`src/rtl/pong_pkg.sv`:
```
// Shared codes for the Pong audio path: channel/sound request encoding,
// FSM state type and elaboration-time helpers.
package pong_pkg;

  localparam logic [1:0] CH_NONE  = 2'd0;
  localparam logic [1:0] CH_RIGHT = 2'd1;
  localparam logic [1:0] CH_LEFT  = 2'd2;
  localparam logic [1:0] CH_BOTH  = 2'd3;

  localparam logic [1:0] SND_NONE = 2'd0;
  localparam logic [1:0] SND_PING = 2'd1;
  localparam logic [1:0] SND_PONG = 2'd2;
  localparam logic [1:0] SND_GOAL = 2'd3;

  typedef enum logic [1:0] {
    ST_IDLE    = 2'd0,
    ST_PLAY    = 2'd1,
    ST_LOCKOUT = 2'd2
  } state_e;

  typedef struct packed {
    logic [1:0] ch;
    logic [1:0] snd;
  } req_t;

  // Half period of a square wave in clk cycles.
  function automatic int half_period(input int clk_hz, input int f_hz);
    return clk_hz / (2 * f_hz);
  endfunction

  // A request is only meaningful with both a channel and a sound.
  function automatic logic req_valid(input req_t r);
    return (r.ch != CH_NONE) && (r.snd != SND_NONE);
  endfunction

endpackage

```
`src/rtl/square_osc.sv`:
```
// Square-wave oscillator: toggles tone every half_period cycles while en.
// restart forces tone high with a fresh count; clr only re-phases the count.
module square_osc #(
  parameter int W = 8
) (
  input  logic         clk,
  input  logic         reset_n,
  input  logic [W-1:0] half_period,
  input  logic         restart,
  input  logic         en,
  input  logic         clr,
  output logic         tone_nxt
);

  localparam logic [W-1:0] ONE = W'(1);

  logic [W-1:0] cnt_q, cnt_d;
  logic         tone_q, tone_d;
  logic         term;

  assign term     = (cnt_q + ONE) == half_period;
  assign tone_nxt = tone_d;

  // Next count / tone; a terminal count still toggles even when clr re-phases.
  always_comb begin
    cnt_d  = cnt_q;
    tone_d = tone_q;
    if (restart) begin
      cnt_d  = '0;
      tone_d = 1'b1;
    end else if (en) begin
      if (term) tone_d = ~tone_q;
      cnt_d = (term || clr) ? '0 : cnt_q + ONE;
    end
  end

  // Oscillator state.
  always_ff @(posedge clk or negedge reset_n) begin
    if (!reset_n) begin
      cnt_q  <= '0;
      tone_q <= 1'b0;
    end else begin
      cnt_q  <= cnt_d;
      tone_q <= tone_d;
    end
  end

endmodule

```
`src/rtl/pong_sound_gen.sv`:
```
// Pong audio back-end: resynchronises the dynamics-stage request, runs the
// IDLE/PLAY/LOCKOUT sequencer with min/max duration, and drives registered
// square-wave outputs (goal sound warbles between two pitches).
module pong_sound_gen
  import pong_pkg::*;
#(
  parameter int CLK_HZ     = 25000000,
  parameter int PING_HZ    = 880,
  parameter int PONG_HZ    = 440,
  parameter int GOAL_HI_HZ = 1320,
  parameter int GOAL_LO_HZ = 660,
  parameter int WARBLE_MS  = 50,
  parameter int MIN_MS     = 20,
  parameter int MAX_MS     = 500
) (
  input  logic       clk,
  input  logic       reset_n,
  input  logic [1:0] channel,
  input  logic [1:0] sound,
  input  logic       mute,
  output logic       audio_l,
  output logic       audio_r,
  output logic       active
);

  localparam int PRE     = CLK_HZ / 1000;
  localparam int PW      = $clog2(PRE + 1);
  localparam int MSW     = $clog2(MAX_MS + 2);
  localparam int WW      = $clog2(WARBLE_MS + 1);
  localparam int HP_PING = half_period(CLK_HZ, PING_HZ);
  localparam int HP_PONG = half_period(CLK_HZ, PONG_HZ);
  localparam int HP_GHI  = half_period(CLK_HZ, GOAL_HI_HZ);
  localparam int HP_GLO  = half_period(CLK_HZ, GOAL_LO_HZ);
  localparam int HP_M1   = (HP_PING > HP_PONG) ? HP_PING : HP_PONG;
  localparam int HP_M2   = (HP_GHI > HP_GLO) ? HP_GHI : HP_GLO;
  localparam int HP_MAX  = (HP_M1 > HP_M2) ? HP_M1 : HP_M2;
  localparam int HPW     = $clog2(HP_MAX) + 1;

  req_t           syn1_q, syn2_q, req_q;
  req_t           cur_q, cur_d;
  state_e         state_q, state_d;
  logic           load;
  logic [PW-1:0]  pre_q;
  logic [MSW-1:0] ms_q, ms_nxt;
  logic [WW-1:0]  warb_q;
  logic           ghi_q;
  logic           tick, in_play, warb_sw, min_done, max_hit, rvalid;
  logic [HPW-1:0] hp;
  logic           tone_nxt;
  logic           audio_l_d, audio_r_d, active_d;

  // Two-flop synchroniser, then only accept a request seen twice in a row.
  always_ff @(posedge clk or negedge reset_n) begin
    if (!reset_n) begin
      syn1_q <= '0;
      syn2_q <= '0;
      req_q  <= '0;
    end else begin
      syn1_q <= req_t'({channel, sound});
      syn2_q <= syn1_q;
      if (syn1_q == syn2_q) req_q <= syn2_q;
    end
  end

  assign rvalid   = req_valid(req_q);
  assign in_play  = (state_q == ST_PLAY);
  assign tick     = in_play && (pre_q == PW'(PRE - 1));
  assign ms_nxt   = ms_q + MSW'(tick);
  // Durations are judged on the count as it will be after this cycle's tick,
  // so MIN_MS/MAX_MS land exactly on the ms boundary.
  assign min_done = ms_nxt >= MSW'(MIN_MS);
  assign max_hit  = ms_nxt >= MSW'(MAX_MS);
  assign warb_sw  = tick && (warb_q == WW'(WARBLE_MS - 1));
  assign cur_d    = load ? req_q : cur_q;

  // FSM state register.
  always_ff @(posedge clk or negedge reset_n) begin
    if (!reset_n) state_q <= ST_IDLE;
    else          state_q <= state_d;
  end

  // FSM next state; load marks PLAY entry or retrigger.
  always_comb begin
    state_d = state_q;
    load    = 1'b0;
    case (state_q)
      ST_IDLE: begin
        if (rvalid) begin
          state_d = ST_PLAY;
          load    = 1'b1;
        end
      end
      ST_PLAY: begin
        if (!rvalid) begin
          if (min_done) state_d = ST_IDLE;
        end else if (max_hit) begin
          state_d = ST_LOCKOUT;
        end else if (req_q != cur_q) begin
          load = 1'b1;
        end
      end
      ST_LOCKOUT: begin
        if (!rvalid) state_d = ST_IDLE;
      end
      default: state_d = ST_IDLE;
    endcase
  end

  // FSM outputs, computed from next-state values so the register adds no lag.
  always_comb begin
    active_d  = (state_d == ST_PLAY);
    audio_l_d = active_d && tone_nxt && cur_d.ch[1] && !mute;
    audio_r_d = active_d && tone_nxt && cur_d.ch[0] && !mute;
  end

  // Registered outputs.
  always_ff @(posedge clk or negedge reset_n) begin
    if (!reset_n) begin
      audio_l <= 1'b0;
      audio_r <= 1'b0;
      active  <= 1'b0;
    end else begin
      audio_l <= audio_l_d;
      audio_r <= audio_r_d;
      active  <= active_d;
    end
  end

  // Current request, ms prescaler, duration counter and warble phase.
  always_ff @(posedge clk or negedge reset_n) begin
    if (!reset_n) begin
      cur_q  <= '0;
      pre_q  <= '0;
      ms_q   <= '0;
      warb_q <= '0;
      ghi_q  <= 1'b0;
    end else if (load) begin
      cur_q  <= req_q;
      pre_q  <= '0;
      ms_q   <= '0;
      warb_q <= '0;
      ghi_q  <= 1'b1;
    end else if (in_play) begin
      pre_q <= tick ? '0 : pre_q + PW'(1);
      if (tick) begin
        ms_q <= ms_nxt;
        if (warb_sw) begin
          warb_q <= '0;
          ghi_q  <= ~ghi_q;
        end else begin
          warb_q <= warb_q + WW'(1);
        end
      end
    end
  end

  // Half-period select for the tone being played.
  always_comb begin
    case (cur_q.snd)
      SND_PING: hp = HPW'(HP_PING);
      SND_PONG: hp = HPW'(HP_PONG);
      default:  hp = ghi_q ? HPW'(HP_GHI) : HPW'(HP_GLO);
    endcase
  end

  square_osc #(.W(HPW)) u_osc (
    .clk         (clk),
    .reset_n     (reset_n),
    .half_period (hp),
    .restart     (load),
    .en          (in_play),
    .clr         (warb_sw && (cur_q.snd == SND_GOAL)),
    .tone_nxt    (tone_nxt)
  );

endmodule

```
`config.mk`:
```
export PLATFORM = sky130hd
export DESIGN_NAME = pong_sound_gen
export DESIGN_NICKNAME = d
export VERILOG_FILES = /design/src/rtl/pong_pkg.sv /design/src/rtl/square_osc.sv /design/src/rtl/pong_sound_gen.sv
export SDC_FILE = /design/constraint.sdc
export NUM_CORES = 1
export LEC_CHECK = 0
export ABC_AREA = 1
export CAP_MARGIN = 0
export CORE_MARGIN = 2
export CORE_UTILIZATION = 40
export CTS_CLUSTER_SIZE = 28
export DETAILED_ROUTE_END_ITERATION = 6
export MAX_ROUTING_LAYER = met4
export PLACE_DENSITY = 0.61
export SYNTH_ARGS = -nofsm -noshare
export SYNTH_HDL_FRONTEND = slang
export SYNTH_HIERARCHICAL = 1
export SYNTH_SLANG_ARGS = --single-unit
```
`constraint.sdc`:
```
create_clock -name clk -period 7.54 [get_ports clk]
set_input_delay 0.754 -clock clk [delete_from_list [all_inputs] [get_ports clk]]
set_output_delay 0.754 -clock clk [all_outputs]
set_load 0.005 [all_outputs]
```
==> metrics <==
outcome complete, no violations; crit-path max FO 28; Max VDD drop 0.145 mV; Distinct cells, synth 35; initial antenna violation count 0; endpoints failing hold 0; Worst-Margin Slew 1.14 ns; number of global-route vias before repair 3997; 1st-pass router iterations 5; PwrDens 261 nW/µm²; WL final 10500 µm; Leak 2.58 nW; max-slew violations 0; die height 114 µm; # clock sinks 69; Global Route Usage Sum 0.179; clock power share 0.308; pin count of the biggest net entering global routing 70; post-synthesis sequential area ratio 0.360; IO buf count 9; drt via density 4.92; Sw Pwr 0.557 mW; CTS Buf Count 9; Final Cell Area 5340 µm²; share of cells above drive strength 1 0.109; Seq pwr share 0.320; Initial Util 0.405; slowest CP cell nor2_1; Tightest Hold Check Type reg -> reg; core box area 11900 µm²; chip width 114 µm; FMAX 0.236 GHz; routability cong. 0.893; CTS Hold Bufs 0; post-layout minimum cycle time 4.24 ns; post-CTS sizing 0; Residual DRC 0; hpwl dp 7640 µm; worst path required time 7.81 ns; Final Core Density 0.450; placed inst area 5030 µm²; Setup Buffers After CTS 0; DRT iter0 DRCs 330; Die Footprint 12900 µm²; Critical Path AT 4.52 ns; remaining global-route overflow 0; Pint 0.835 mW; first-pass GRT wire length 18000 µm; Setup violations, final 0; Max-Slew Margin vs Limit 0.237; Area Growth Syn to Fin 11.2%; CP max stage delay 0.91 ns; I/O pin count 10; overall power 1.39 mW; Vias 4214; Ys Warns 6; Top cell by count, worst path nand2_1; Max Buffers Root-to-Sink 2; drt wl/cell 12.3 µm; CP cell instances or2_2 > nor4_1 > nand2_1 > inv_2 > ha_1 > ha_1 > nand3_1 > xnor2_1 > nand2_1 > nor2_2 > nand2_2 > nand2_4 > nand2_8 > nor2_1 > nand2_1 > nand2_1; row cnt 40; Max Cap Viol 0; synthesized instance count 685; worst slack at placement 3.30 ns; Net Sw Frac 0.400; Reg clk slew, reported paths 0.06 ns; RSZ-0062 raised after global routing no; n_diodes 0; combinational fraction of design power 0.372; Startpoint Class flop; top cell type's share of synthesized area 0.360; H-Tree Depth 3; syn avg cell area 7.01 µm²; worst-skew pair later-pin latency 0.33 ns; CP Buf/Inv Count 1; skew final 0.00643 ns; Yosys reg bits 69; Final WS setup 3.30 ns; synthesized cell area 4800 µm²; Detail Route Antenna Nets 0; top cells by area, synth dfrtp_1 36%, nand2_1 18%, nand3_1 7.4%; CTS root buffer clkbuf_16; final worst path period share 0.563; CP Class reg -> reg; Setup crit end kind flop; Largest delay share family, worst path simple AND/OR/NAND/NOR gates; TritonCTS clock tree done; total negative slack 0 ns; Net count, final 721; leading area contributor after synthesis dfrtp_1
stage by stage:
stage          hold WS, ns  std cells
2_1_floorplan        0.373        694
3_3_place_gp         0.383        840
3_5_place_dp         0.383        840
4_1_cts              0.397        856
5_1_grt              0.401        856
6_report             0.392        856
layout by cell type, fill, tap and decap left out, drive strengths merged, types with 9 or more instances in the layout:
cell type | synthesis | routed
nor2 | 87 | 87
conb | 2 | 11
a21oi | 20 | 20
inv | 91 | 95
nand3b | 9 | 9
nand4 | 15 | 15
ha | 10 | 10
o21ai | 9 | 9
nand3 | 86 | 86
nand2 | 241 | 241
clkbuf | 3 | 9
xor2 | 13 | 13
dfrtp | 69 | 69
final timing paths:
path | slack, ns | to | cells after the start | start
max reg2reg | 3.30 | u_osc/cnt_q[14] | 16 | pre_q[4]
max | 3.30 | u_osc/cnt_q[14] | 16 | pre_q[4]
min | 0.39 | syn2_q[1] | 0 | syn1_q[1]
min in group asynchronous | 0.53 | warb_q[1] | 1 | reset_n
min reg2reg | 0.39 | syn2_q[1] | 0 | syn1_q[1]
max in group asynchronous | 6.41 | ms_q[2] | 1 | reset_n
worst register-to-register path, delay by kind of cell (launching register included):
kind	cells	cell delay [ns]
simple gates	12	2.70
fa+ha+maj	2	0.49
flops	1	0.42
buf+inv	1	0.37
xor+xnor	1	0.21
routing by layer:
| metal | share of wire | up-vias | GRT usage |
|---|---|---|---|
| met2 | 0.47 | 49 | 0.288 |
| met1 | 0.48 | 1955 | 0.225 |
| li1 | - | 2190 | - |
| met4 | 0.023 | 0 | 0.0805 |
| met5 | 0 | - | - |
| met3 | 0.026 | 20 | 0.0266 |
synth_stat cells (all sizes together):
master	n
nand2	241
inv	91
nor2	87
nand3	86
dfrtp	69
a21oi	20
nand4	15
xor2	13
ha	10
nand3b	9
o21ai	9
buf	7
xnor2	7
nor3	6
clkbuf	3
nor4	3
or2	3
conb	2
nor3b	2
a22oi	1
xnor3	1
power groups by stage:
stage	clock (mW)	combinational, mW	sequential, mW
after detailed placement	0	0.522	0.452
after global placement	0	0.515	0.451
final	0.429	0.518	0.446
after global routing	0.458	0.592	0.450
after CTS	0.443	0.526	0.445
after floorplan	0	0.418	0.444
layout make-up:
| cell class | count | area, µm² |
|---|---|---|
| Fill cell | 1218 | 6520 |
| Multi-Input combinational cell | 524 | 2690 |
| Sequential cell | 69 | 1730 |
| Inverter | 91 | 344 |
| Clock buffer | 9 | 225 |
| Tap cell | 147 | 184 |
| Timing Repair Buffer | 9 | 87.6 |
| Clock inverter | 7 | 80.1 |
logic make-up (layout without fill, tap and decap cells):
| kind of cell | after synthesis | count (layout) | synth area share |
|---|---|---|---|
| simple gates | 452 | 452 | 0.450 |
| buf+inv | 101 | 116 | 0.0865 |
| flops | 69 | 69 | 0.360 |
| compound gates | 30 | 30 | 0.0347 |
| xor+xnor | 21 | 21 | 0.0412 |
| fa+ha+maj | 10 | 10 | 0.0261 |
| other cells | 2 | 11 | 0.00156 |
state kept, by name (all words and copies together) (netlist names):
name,count
req_q,4
audio_r,1
u_osc/cnt_q,16
active,1
u_osc/tone_q,1
state_q,2
ghi_q,1
audio_l,1
ms_q,9
syn2_q,4
pre_q,15
warb_q,6
cur_q,4
syn1_q,4
No activity file was read; power rests on OpenSTA's default activity.
